### src/rtl/mem_port_arbiter_pkg.sv
// Shared definitions for the RAM-port arbiter: default address/data widths,
// the request record carried from the winning requester to the RAM port,
// and a wrap-around index helper.
package mem_pkg;

  localparam int unsigned MEM_ADDR_W = 32;
  localparam int unsigned MEM_WORD_W = 64;

  typedef struct packed {
    logic                  we;
    logic [MEM_ADDR_W-1:0] addr;
    logic [MEM_WORD_W-1:0] wdata;
  } mem_req_t;

  // Next index in a ring of n entries, wrapping n-1 back to 0.
  function automatic int unsigned wrap_inc(int unsigned idx, int unsigned n);
    return (idx + 32'd1 >= n) ? 32'd0 : idx + 32'd1;
  endfunction

endpackage

### src/rtl/mem_port_arbiter_if.sv
// Requester-side bundle of the RAM-port arbiter: per-requester request
// lanes plus the shared response strobe/data. The arbiter uses the slave
// modport; the requesters (or a bench) drive the master side.
interface mem_port_arbiter_if
  import mem_pkg::*;
#(
  parameter int unsigned NUM_REQ = 4,
  parameter int unsigned ADDR_W  = MEM_ADDR_W,
  parameter int unsigned WORD_W  = MEM_WORD_W
);

  logic [NUM_REQ-1:0]             req_valid;
  logic [NUM_REQ-1:0]             req_ready;
  logic [NUM_REQ-1:0]             req_we;
  logic [NUM_REQ-1:0][ADDR_W-1:0] req_addr;
  logic [NUM_REQ-1:0][WORD_W-1:0] req_wdata;
  logic [NUM_REQ-1:0]             rsp_valid;
  logic [WORD_W-1:0]              rsp_rdata;

  modport master (
    output req_valid, req_we, req_addr, req_wdata,
    input  req_ready, rsp_valid, rsp_rdata
  );

  modport slave (
    input  req_valid, req_we, req_addr, req_wdata,
    output req_ready, rsp_valid, rsp_rdata
  );

endinterface

### src/rtl/mem_port_arbiter_rr_arbiter.sv
// Rotating-priority picker: scans the request vector starting at index
// base, wrapping past NUM_REQ-1, and returns a one-hot grant for the first
// asserted request (all zero when nothing is requested).
module rr_arbiter #(
  parameter  int unsigned NUM_REQ = 4,
  localparam int unsigned IDX_W   = $clog2(NUM_REQ)
) (
  input  logic [NUM_REQ-1:0] req,
  input  logic [IDX_W-1:0]   base,
  output logic [NUM_REQ-1:0] grant
);

  logic [IDX_W:0]   sum;
  logic [IDX_W-1:0] idx;
  logic             found;

  // First requester at or after base (modulo NUM_REQ) wins.
  always_comb begin
    grant = '0;
    found = 1'b0;
    sum   = '0;
    idx   = '0;
    for (int unsigned off = 0; off < NUM_REQ; off++) begin
      sum = {1'b0, base} + (IDX_W+1)'(off);
      if (sum >= (IDX_W+1)'(NUM_REQ)) sum = sum - (IDX_W+1)'(NUM_REQ);
      idx = sum[IDX_W-1:0];
      if (!found && req[idx]) begin
        grant[idx] = 1'b1;
        found      = 1'b1;
      end
    end
  end

endmodule

### src/rtl/mem_port_arbiter.sv
// Shares one single-port RAM among NUM_REQ requesters. One access per
// cycle is granted combinationally and forwarded to the RAM; the response
// (read data, or the written data as a write acknowledge) is strobed back
// to the granted requester exactly one cycle later.
// Build option: define MEM_ARB_ROUND_ROBIN_EN for round-robin arbitration;
// left undefined the arbiter is fixed priority (lowest index wins) and the
// rotation pointer is not built.
module mem_port_arbiter
  import mem_pkg::*;
#(
  parameter int unsigned NUM_REQ = 4,
  parameter int unsigned ADDR_W  = MEM_ADDR_W,
  parameter int unsigned WORD_W  = MEM_WORD_W
) (
  input  logic                clk,
  input  logic                reset,
  mem_port_arbiter_if.slave   port,
  output logic [ADDR_W-1:0]   ram_address,
  output logic [WORD_W-1:0]   ram_data,
  output logic                ram_wren,
  input  logic [WORD_W-1:0]   ram_q
);

  localparam int unsigned IDX_W = $clog2(NUM_REQ);

  logic [IDX_W-1:0]   base;
  logic [NUM_REQ-1:0] arb_grant;
  logic [NUM_REQ-1:0] grant;
  logic               any_grant;
  logic [IDX_W-1:0]   grant_id;
  mem_req_t           sel_req;
  logic               rsp_pending;
  logic [IDX_W-1:0]   rsp_id;

`ifdef MEM_ARB_ROUND_ROBIN_EN
  logic [IDX_W-1:0] ptr;

  // Rotate the search start to just past the last winner; idle cycles hold it.
  always_ff @(posedge clk) begin
    if (reset) begin
      ptr <= '0;
    end else if (any_grant) begin
      ptr <= IDX_W'(wrap_inc(32'(grant_id), NUM_REQ));
    end
  end

  assign base = ptr;
`else
  assign base = '0;
`endif

  rr_arbiter #(.NUM_REQ(NUM_REQ)) u_rr_arbiter (
    .req   (port.req_valid),
    .base  (base),
    .grant (arb_grant)
  );

  assign grant          = reset ? '0 : arb_grant;
  assign any_grant      = |grant;
  assign port.req_ready = grant;

  // Encode the winner and route its request to the RAM port; zeros when idle.
  always_comb begin
    grant_id = '0;
    sel_req  = '0;
    for (int unsigned i = 0; i < NUM_REQ; i++) begin
      if (grant[i]) begin
        grant_id      = IDX_W'(i);
        sel_req.we    = port.req_we[i];
        sel_req.addr  = MEM_ADDR_W'(port.req_addr[i]);
        sel_req.wdata = MEM_WORD_W'(port.req_wdata[i]);
      end
    end
  end

  assign ram_address = ADDR_W'(sel_req.addr);
  assign ram_data    = WORD_W'(sel_req.wdata);
  assign ram_wren    = sel_req.we;

  // Remember who was granted so the RAM's registered output can be returned.
  always_ff @(posedge clk) begin
    if (reset) begin
      rsp_pending <= 1'b0;
      rsp_id      <= '0;
    end else begin
      rsp_pending <= any_grant;
      if (any_grant) rsp_id <= grant_id;
    end
  end

  // Reset also masks a response already pending, so an access granted just
  // before reset never produces a strobe.
  always_comb begin
    port.rsp_valid = '0;
    if (rsp_pending && !reset) port.rsp_valid[rsp_id] = 1'b1;
  end

  assign port.rsp_rdata = ram_q;

endmodule

### src/flat_wrapper.sv
// flat-port wrapper written by rule: the top's interface ports become plain ports
module mem_port_arbiter_flat import mem_pkg::*;
#(
  parameter int unsigned NUM_REQ = 4,
  parameter int unsigned ADDR_W  = MEM_ADDR_W,
  parameter int unsigned WORD_W  = MEM_WORD_W
)
  (clk, reset, ram_address, ram_data, ram_wren, ram_q, port_req_valid, port_req_we, port_req_addr, port_req_wdata, port_req_ready, port_rsp_valid, port_rsp_rdata);
  mem_port_arbiter_if #(.NUM_REQ(NUM_REQ), .ADDR_W(ADDR_W), .WORD_W(WORD_W)) port_i ();
  input  logic clk;
  input  logic reset;
  output logic [ADDR_W-1:0] ram_address;
  output logic [WORD_W-1:0] ram_data;
  output logic ram_wren;
  input  logic [WORD_W-1:0] ram_q;
  input wire logic [$bits(port_i.req_valid)-1:0] port_req_valid;
  input wire logic [$bits(port_i.req_we)-1:0] port_req_we;
  input wire logic [$bits(port_i.req_addr)-1:0] port_req_addr;
  input wire logic [$bits(port_i.req_wdata)-1:0] port_req_wdata;
  output wire logic [$bits(port_i.req_ready)-1:0] port_req_ready;
  output wire logic [$bits(port_i.rsp_valid)-1:0] port_rsp_valid;
  output wire logic [$bits(port_i.rsp_rdata)-1:0] port_rsp_rdata;
  assign port_i.req_valid = port_req_valid;
  assign port_i.req_we = port_req_we;
  assign port_i.req_addr = port_req_addr;
  assign port_i.req_wdata = port_req_wdata;
  assign port_req_ready = port_i.req_ready;
  assign port_rsp_valid = port_i.rsp_valid;
  assign port_rsp_rdata = port_i.rsp_rdata;
  mem_port_arbiter #(.NUM_REQ(NUM_REQ), .ADDR_W(ADDR_W), .WORD_W(WORD_W)) u_core (.clk(clk), .reset(reset), .port(port_i), .ram_address(ram_address), .ram_data(ram_data), .ram_wren(ram_wren), .ram_q(ram_q));
endmodule
### config.mk
export PLATFORM = sky130hd
export DESIGN_NAME = mem_port_arbiter_flat
export DESIGN_NICKNAME = d
export VERILOG_FILES = /design/src/rtl/mem_port_arbiter_pkg.sv /design/src/rtl/mem_port_arbiter_if.sv /design/src/rtl/mem_port_arbiter_rr_arbiter.sv /design/src/rtl/mem_port_arbiter.sv /design/src/flat_wrapper.sv
export SDC_FILE = /design/constraint.sdc
export NUM_CORES = 1
export LEC_CHECK = 0
export CORE_AREA = 2 2 247 249
export CTS_BUF_LIST = sky130_fd_sc_hd__clkbuf_8
export CTS_CLUSTER_SIZE = 28
export DETAILED_ROUTE_END_ITERATION = 8
export DIE_AREA = 0 0 249 251
export PLACE_DENSITY = 0.3
export RECOVER_POWER = 100
export SLEW_MARGIN = 5
export SYNTH_ARGS = -nofsm -noshare
export SYNTH_HDL_FRONTEND = slang
export SYNTH_SLANG_ARGS = --single-unit
### constraint.sdc
create_clock -name clk -period 1.4 [get_ports clk]
set_input_delay 0.28 -clock clk [delete_from_list [all_inputs] [get_ports clk]]
set_output_delay 0.28 -clock clk [all_outputs]
set_load 0.005 [all_outputs]
== After elaboration in Yosys (flattened, before gate mapping) ==
Index checks and enable logic that the tools add are counted.

* Order comparisons: 2
* Muxes and demuxes: 18
* Reduce and logical (&&, ||, !) cells: 10

{| class="wikitable"
|+ Operators by type and width
! cell !! number
|-
| $mux W97 || 4
|-
| $mux W4 || 3
|-
| $mux W1 || 6
|-
| $mux W2 || 3
|-
| $logic_and A1 B1 Y1 || 5
|-
| $logic_not A1 Y1 || 4
|-
| $reduce_or A4 Y1 || 1
|-
| $lt A2 B3 Y1 const B || 1
|-
| $mux W3 || 1
|-
| $demux W1 S2 || 1
|-
| $ge A2 B1 Y1 const B || 1
|}

* Register bits: 3
* Input bits: 458
* Output and inout port bits: 169

== Longest topological paths before layout ==
Gate-level depths: netlist of the first run.

* Word-level depth: 15
* Depth in mapped cells: 7
* Depth with buffers taken out: 3

== Hierarchy ==
Synthesis of the first run repeated with hierarchy kept, for this count alone.

* Cell total of the unflattened synthesis: 768
* Area total of the unflattened synthesis: 4391.7 µm²

{| class="wikitable"
|+ Modules (own cells, without submodules)
! module !! times used !! cells each !! area an instance (µm²)
|-
| mem_port_arbiter || 1 || 738 || 4088.9
|-
| rr_arbiter || 1 || 30 || 302.8
|}

== Worst setup path after synthesis of the first run ==
No wires, ideal clock.

* Kind: input to output
* From: in port_req_valid[3]
* To: out ram_address[13]
* Arrival: 1119 ps
* Setup slack: 1 ps
* Cell stages on the path: 6
* Path buffers: 3
* Cell sequence: nor2b_1 > buf_2 > buf_6 > buf_6 > a221oi_2 > o21ai_1

* Word-level cells in the longest chain between the ends: 4

{| class="wikitable"
|+ Ends and longest elaborated chain
! element !! RTL line !! text
|-
| start: declaration || flat_wrapper.sv:16 || <nowiki>input wire logic [$bits(port_i.req_valid)-1:0] port_req_valid;</nowiki>
|-
| $logic_and A1 B1 Y1 || mem_port_arbiter_rr_arbiter.sv:27 || <nowiki>if (!found && req[idx]) begin</nowiki>
|-
| $mux W4 || mem_port_arbiter_rr_arbiter.sv:27 ||
|-
| $mux W4 || mem_port_arbiter.sv:58 || <nowiki>assign grant = reset ? '0 : arb_grant;</nowiki>
|-
| $mux W97 || mem_port_arbiter.sv:67 || <nowiki>if (grant[i]) begin</nowiki>
|-
| end: declaration || flat_wrapper.sv:12 || <nowiki>output logic [ADDR_W-1:0] ram_address;</nowiki>
|}

Every way passes these cells.

== Worst setup path in the final report of the first run ==
* From: in port_req_valid[3]
* To: out ram_data[48]

* Word-level cells in the longest chain between the ends: 4

{| class="wikitable"
|+ Ends and longest elaborated chain
! element !! RTL line !! text
|-
| $logic_and A1 B1 Y1 || mem_port_arbiter_rr_arbiter.sv:27 ||
|-
| $mux W4 || mem_port_arbiter_rr_arbiter.sv:27 ||
|-
| $mux W4 || mem_port_arbiter.sv:58 ||
|-
| $mux W97 || mem_port_arbiter.sv:67 ||
|-
| end: declaration || flat_wrapper.sv:13 || <nowiki>output logic [WORD_W-1:0] ram_data;</nowiki>
|}

Every way passes these cells.

==> results of run 1 <==
cell families after synthesis:
family | Yosys count | synth area share [%]
buffers and inverters | 130 | 24.3
flip-flops | 3 | 1.83
AND/OR/NAND/NOR | 113 | 14.4
AO/OA/AOI/OAI | 292 | 59.5
what timing repair did:
action                                  CTS  global route
hold endpoints to repair                  0             0
cloned                                   18             7
buffers inserted                         82            39
pin swaps                               135            76
resized for setup                       615           186
endpoints found under the setup margin  106           103
cell usage after synthesis:
master    number  area [um2]
nor4bb_1       2        20.0
and4b_1        1        10.0
dfxtp_1        3        60.1
nor2_1         3        11.3
and3_1         2        12.5
nor4b_1        1        8.76
nand2_1       97         364
buf_1          3        11.3
nor2_4         1        11.3
nor4_1         2        12.5
o21ai_0       96         480
buf_6          4        45.0
clkbuf_1      33         124
a221oi_2      19         285
a221oi_1      78         683
nor2b_1        2        12.5
nor3_1         2        10.0
o21ai_1       98         490
inv_2          1        3.75
buf_2         23         115
o21a_1         1        7.51
buf_4         66         495
worst max-delay path by stage:
stage / to / slack, ns / depth (start not counted)
after global placement: ram_data[21] / -1.13 / 6
final: ram_data[48] / -0.60 / 11
after floorplan: ram_address[13] / 0.001 / 6
after CTS: ram_data[4] / -0.71 / 7
after detailed placement: ram_data[21] / -1.10 / 6
after global routing: ram_data[48] / -0.65 / 11
state kept, by name, summed over array words and instances (netlist names):
name	cells
u_core.rsp_pending	1
u_core.rsp_id	2
power by group:
part	switching, uW	internal (uW)	leakage [uW]	total (uW)
Clock	57.5	187	0.0000269	244
Combinational	1400	2230	0.00446	3630
Sequential	6.02	90.9	0.0000253	96.9
tightest hold or removal path: stages:
cell	delay, ns
buf_6	0.07
buf_4	0.11
nor4_1	0.04
nor2_1	0.07
final cells by class:
class	count	area [um2]	share of cell area [%]
tap	782	978	8.23
sequential	3	61.3	0.516
clock buffer	3	41.3	0.347
clock inverter	1	3.75	0.0316
timing repair buffer	706	7380	62.1
multi-input combinational	405	3410	28.7
inverter	1	11.3	0.0947
stage by stage:
step	utilization (%)	setup WS, ns
after floorplan	-	0.00148
after global placement	15.7	-1.13
after detailed placement	15.7	-1.10
after CTS	18.9	-0.706
after global routing	19.9	-0.649
final	19.9	-0.598
routing by layer:
metal,GRT usage [%],up-vias
met5,0,-
met4,3.72,0
met1,11.5,3159
li1,-,3166
met2,21.0,386
met3,2.27,64
placed cells by master (no fill, tap or decap), types with 24 or more instances in the layout:
cell type	netlist	routed
a221oi_2	19	71
a221oi_4	0	24
buf_12	0	49
buf_2	23	94
buf_4	66	59
buf_6	4	63
buf_8	0	31
clkdlybuf4s50_1	0	387
nand2_1	97	68
o21ai_0	96	84
o21ai_1	98	88
==> impl_results.md, run 1 <==
- Reg-to-Reg Start: u_core.rsp_id[0]
- DP HPWL: 24700 um
- Via count of the first global-routing pass: approximately 7400
- Post-Layout Cell Count: between 1500 and 2000
- Initial DRT Pass Iterations: 4
- Post-CTS Hold Fix Bufs: 0
- Initial antenna violation count: 1
- Ports: around 630
- Tot GR Track Use: between 10% and 20%
- Die height: 251 um
- Net Count, Synth: roughly 1000
- PortBufs: around 500
- Cell Area, Synth: approximately 3300 um2
- RSZ-0062 raised after global routing: yes
- Required @ worst endpoint: 1.12 ns
- Hold Crit Endpoint: u_core.rsp_pending
- Clk Latency, worst-skew pair: ~0.21 ns
- Fin. max-slew vios: 0
- Mapped Avg Cell Area: ~6.1 um2
- R2r setup slk: around 0.62 ns
- WL met2: around 20000 um
- Worst flop-to-flop path endpoint: u_core.rsp_id[0]
- CP Launch Type: input port
- Crit path max fanout: 5
- Via count: a little under 7000
- Worst Skew: 0 ns
- Failing checks: setup timing
- Worst setup EP type: primary output
- Hold Crit Depth: 4
- CTS Buf Count: 3
- PD cells: around 330 nW/um2
- Delay-heaviest family, CP: buffers and inverters
- Placed insts: approximately 1800
- Final net count: between 1500 and 2000
- Total power: 3970 uW
- Least-Margin Pin Slew: 0.696 ns
- Worst path bufs/invs: 8
- Largest net degree at the start of global routing: 44
- Leak Pwr: roughly 0.0045 uW
- GRT overflow: 0
- Crit path DAT: roughly 1.7 ns
- First-pass GRT wire length: 50000 um
- Fmax: 501 MHz
- Iteration-0 DRC Markers: 170
- Met1 wire length: 14400 um
- Min-delay src: port_req_valid[3]
- CP max stage delay: roughly 0.2 ns
- Mean routed wirelength per cell: around 20 um
- # DRC: 0
- Final worst slack: -0.598 ns
- Worst hold margin: between 0.3 and 0.4 ns
- Peak supply drop: 0.163 mV
- Via density per instance: roughly 3.6
- Share of layout cells above drive strength 1: a little over two fifths
- Worst-path clk slew: around 0.030 ns
- Clock Tree Buf Depth: 2
- Final WL: roughly 39000 um
- Crit path from: port_req_valid[3]
- Sequential element share of the synthesized area: 1.83%
- Final period util: 143%
- Initial Util: under 10%
- Ant diodes: 0
- Setup TNS: -39.47 ns
- Cell mode on critical path: buf_12
- Reg2Reg Depth: 3
- Top sig layer: met4
- Layout Area Growth over Synthesis: 263%
- Syn Inst Count: between 500 and 600
- Final hold vios: 0
- Core Area: 59800 um2
- Cell variety after synth: 22
- CP max-delay cell: a221oi_2
- Total of max-cap violations: 0
- #FFs+latches synth: 3
- Gpl congestion: 0.784
- Die Span X: roughly 250 um
- Crit-path cells: buf_6 -> nor2b_4 -> buf_12 -> buf_16 -> buf_12 -> buf_12 -> buf_12 -> buf_6 -> a221oi_2 -> o21ai_1 -> buf_2
- Crit Path Class: input port to primary output
- CTS tree: built
- Final instance area: between 10000 and 15000 um2
- H-Tree Depth: 1
- Post-route minimum period: ~2.0 ns
- Routed Antenna Nets: 0
- CTS Sinks: 3
- Min-delay worst type: input port to register
- Final-layout fill cell count: between 6000 and 7000
- Max-slew headroom: about 54%
- Met3 WL: approximately 2600 um
- Total die area: around 62000 um2
- Synthesis Warnings: 0
- # rows: 90
- Final setup fails: 100
- Status: finished, violations left
- Area post-placement: approximately 9400 um2
- Root Buffer: clkbuf_8
(Power assumes the default switching activity.)
==> inputs of run 2 (changes only) <==
--- a/config.mk
+++ b/config.mk
@@ -7,6 +7,7 @@
 export LEC_CHECK = 0
 export CORE_AREA = 2 2 247 249
 export CTS_BUF_LIST = sky130_fd_sc_hd__clkbuf_8
+export CTS_CLUSTER_DIAMETER = 50
 export CTS_CLUSTER_SIZE = 28
 export DETAILED_ROUTE_END_ITERATION = 8
 export DIE_AREA = 0 0 249 251
@@ -16,3 +17,4 @@
 export SYNTH_ARGS = -nofsm -noshare
 export SYNTH_HDL_FRONTEND = slang
 export SYNTH_SLANG_ARGS = --single-unit
+export TNS_END_PERCENT = 100
==> results of run 2 <==
The final DEF is identical to that of run 1; final timing and power are the same.
==> inputs of run 3 (changes only) <==
--- a/config.mk
+++ b/config.mk
@@ -7,11 +7,10 @@
 export LEC_CHECK = 0
 export CORE_AREA = 2 2 247 249
 export CTS_BUF_LIST = sky130_fd_sc_hd__clkbuf_8
-export CTS_CLUSTER_DIAMETER = 50
 export CTS_CLUSTER_SIZE = 28
 export DETAILED_ROUTE_END_ITERATION = 8
 export DIE_AREA = 0 0 249 251
-export PLACE_DENSITY = 0.3
+export PLACE_DENSITY = 0.44
 export RECOVER_POWER = 100
 export SLEW_MARGIN = 5
 export SYNTH_ARGS = -nofsm -noshare
==> run 3 against run 2 <==
The flow still finishes with violations (setup timing). Total power decreased by 0.22%. Setup slack improved by 0.22 ns. Wire length decreased by 3.9%. Register-to-register slack got worse by 0.02 ns. Critical path depth decreased by 2. Cell count decreased by 2.6%. Maximum frequency increased by 13%. Largest power group unchanged. Largest cell class unchanged. Flip-flop and latch count unchanged. Design area decreased by 1.4%. Critical endpoint is now ram_data[46]. Via count increased by 1.5%. Count of clock-buffer cells in the layout unchanged. Clock skew unchanged.
==> impl_results.md, run 3 (synthesis results as in run 1) <==
- Status: finished, violations left (unchanged)
- Failing checks: setup timing (unchanged)
- Crit-path cells: buf_6 -> nor2b_4 -> buf_12 -> buf_12 -> buf_16 -> buf_6 -> a221oi_2 -> o21ai_1 -> buf_2 (was buf_6 -> nor2b_4 -> buf_12 -> buf_16 -> buf_12 -> buf_12 -> buf_12 -> buf_6 -> a221oi_2 -> o21ai_1 -> buf_2)
- Delay-heaviest family, CP: buffers and inverters (unchanged)
- Final-layout fill cell count: 6631 (was 6707)
- Placed insts: 1770 (was 1775)
- Tot GR Track Use: 10.7% (was 10.8%)
- Crit path DAT: 1.49 ns (was 1.72 ns)
- Largest net degree at the start of global routing: 43 (was 44)
- Root Buffer: clkbuf_8 (unchanged)
- Required @ worst endpoint: 1.12 ns (about the same)
- Max-slew headroom: 62.9% (was 53.6%)
- DP HPWL: 24200 um (was 24700 um)
- Share of layout cells above drive strength 1: 43.4% (was 42.3%)
- Crit Path Class: input port to primary output (unchanged)
- Gpl congestion: 0.956 (was 0.784)
- CTS Sinks: 3 (unchanged)
- Final setup fails: 100 (unchanged)
- Leak Pwr: 0.00434 uW (was 0.00451 uW)
- Fin. max-slew vios: 0 (unchanged)
- Routed Antenna Nets: 0 (unchanged)
- Die Span X: 249 um (unchanged)
- Iteration-0 DRC Markers: 189 (was 170)
- GRT overflow: 0 (unchanged)
- Worst-path clk slew: 0.03 ns (about the same)
- Die height: 251 um (unchanged)
- Met3 WL: 2730 um (was 2620 um)
- Ports: 627 (unchanged)
- Clock Tree Buf Depth: 2 (unchanged)
- Total of max-cap violations: 0 (unchanged)
- Worst Skew: 0 ns (unchanged)
- CP max-delay cell: a221oi_2 (unchanged)
- Least-Margin Pin Slew: 0.556 ns (was 0.696 ns)
- Peak supply drop: 0.176 mV (was 0.163 mV)
- Via count of the first global-routing pass: 7526 (was 7367)
- RSZ-0062 raised after global routing: yes (unchanged)
- Min-delay worst type: input port to register (unchanged)
- Final hold vios: 0 (unchanged)
- Initial DRT Pass Iterations: 5 (was 4)
- Post-Layout Cell Count: 1852 (was 1901)
- Reg-to-Reg Start: u_core.rsp_id[0] (unchanged)
- Final period util: 127% (was 143%)
- H-Tree Depth: 1 (unchanged)
- Setup TNS: -28.93 ns (was -39.47 ns)
- Ant diodes: 0 (unchanged)
- Crit path from: port_req_valid[3] (unchanged)
- # DRC: 0 (unchanged)
- CP max stage delay: 0.22 ns (was 0.20 ns)
- First-pass GRT wire length: 49600 um (was 50000 um)
- Total die area: 62500 um2 (unchanged)
- CTS Buf Count: 3 (unchanged)
- Biggest regs: u_core.rsp_id: 2 flops, u_core.rsp_pending: 1 flops (unchanged)
- Via count: 6878 (was 6775)
- Initial antenna violation count: 1 (unchanged)
- Largest Register: u_core.rsp_id (unchanged)
- PD cells: 338 nW/um2 (was 334 nW/um2)
- Final worst slack: -0.374 ns (was -0.598 ns)
- Final net count: 1529 (was 1578)
- Mean routed wirelength per cell: 20.0 um (was 20.3 um)
- # rows: 90 (unchanged)
- CP Launch Type: input port (unchanged)
- Top sig layer: met4 (unchanged)
- Worst setup EP type: primary output (unchanged)
- Post-CTS Hold Fix Bufs: 0 (unchanged)
- WL met2: 19000 um (was 20000 um)
- Most common cell after layout, fill and taps aside: clkdlybuf4s50_1 (unchanged)
- CTS tree: built (unchanged)
- Clk Latency, worst-skew pair: 0.21 ns (about the same)
- Initial Util: 5.48% (unchanged)
- Commonest non-fill, non-tap cells in the layout: clkdlybuf4s50_1 (383), buf_2 (101), o21ai_1 (99) (was clkdlybuf4s50_1 (387), buf_2 (94), o21ai_1 (88))
- Max reg flops: 2 (unchanged)
- Post-route minimum period: 1.77 ns (was 2.00 ns)
- Via density per instance: 3.71 (was 3.56)
- Worst path bufs/invs: 6 (was 8)
- Core Area: 59800 um2 (unchanged)
- Fmax: 564 MHz (was 501 MHz)
- Final WL: 37000 um (was 38500 um)
- PortBufs: 498 (unchanged)
- Met1 wire length: 12900 um (was 14400 um)
- Min-delay src: port_req_valid[0] (was port_req_valid[3])
- Crit path max fanout: 7 (was 5)
- Layout Area Growth over Synthesis: 258% (was 263%)
run 3: changes by cell type in the layout (fill, tap and decap cells not counted), moves of 7 or more:
cell,previous run,this run
buf_12,49,37
buf_16,9,19
buf_4,59,46
a221oi_2,71,60
buf_2,94,101
o21ai_1,88,99
o21ai_0,84,43
a221oi_4,24,37
buf_6,63,44
buf_8,31,15
o21ai_2,21,49
run 3: routing by layer:
layer | vias up | track usage (%)
li1 | 3075 | -
met1 | 3210 | 10.9
met2 | 480 | 20.1
met3 | 113 | 2.30
met4 | 0 | 6.61
met5 | - | 0
run 3: power breakdown:
part / switching, uW / leakage, uW / internal, uW / total [uW]
sequential: 8.27 / 0.0000256 / 91.2 / 99.5
clock: 59.5 / 0.0000269 / 187 / 246
combinational: 1460 / 0.00429 / 2160 / 3620
total: 1530 / 0.00434 / 2430 / 3960
run 3: stage by stage:
| stage | area, um2 | power (uW) | util (%) | worst slack [ns] | hold slack (ns) |
|---|---|---|---|---|---|
| 2_1_floorplan | 3270 | 898 | - | 0.00148 | 0.357 |
| 3_3_place_gp | 9280 | 2800 | 15.5 | -1.13 | 0.560 |
| 3_5_place_dp | 9280 | 2790 | 15.5 | -1.10 | 0.560 |
| 4_1_cts | 11000 | 3710 | 18.3 | -0.398 | 0.348 |
| 5_1_grt | 11700 | 4170 | 19.6 | -0.447 | 0.366 |
| 6_report | 11700 | 3960 | 19.6 | -0.374 | 0.354 |
run 3: cell type report:
| cell class | instances | area [um2] | share of cell area (%) |
|---|---|---|---|
| clock inverter | 1 | 3.75 | 0.0320 |
| inverter | 1 | 16.3 | 0.139 |
| multi-input combinational | 405 | 3760 | 32.1 |
| clock buffer | 3 | 41.3 | 0.352 |
| timing repair buffer | 657 | 6850 | 58.5 |
| tap | 782 | 978 | 8.35 |
| sequential | 3 | 62.6 | 0.534 |
run 3: final timing paths:
path | end | slack (ns) | depth (start not counted)
setup / recovery | ram_data[46] | -0.37 | 9
hold / removal | u_core.rsp_id[1] | 0.35 | 3
setup reg to reg | u_core.rsp_id[0] | 0.60 | 3
hold reg to reg | u_core.rsp_id[1] | 0.66 | 2
run 3: tightest hold or removal path, cell delays in order:
cell    delay, ns
buf_8        0.08
buf_4        0.12
nor4_1       0.05
run 3: what timing repair did:
action / in CTS / in global routing
gates cloned: 17 / 4
gates resized for setup: 691 / 143
pin swaps: 171 / 72
endpoints found under the setup margin: 105 / 105
setup buffers: 54 / 16
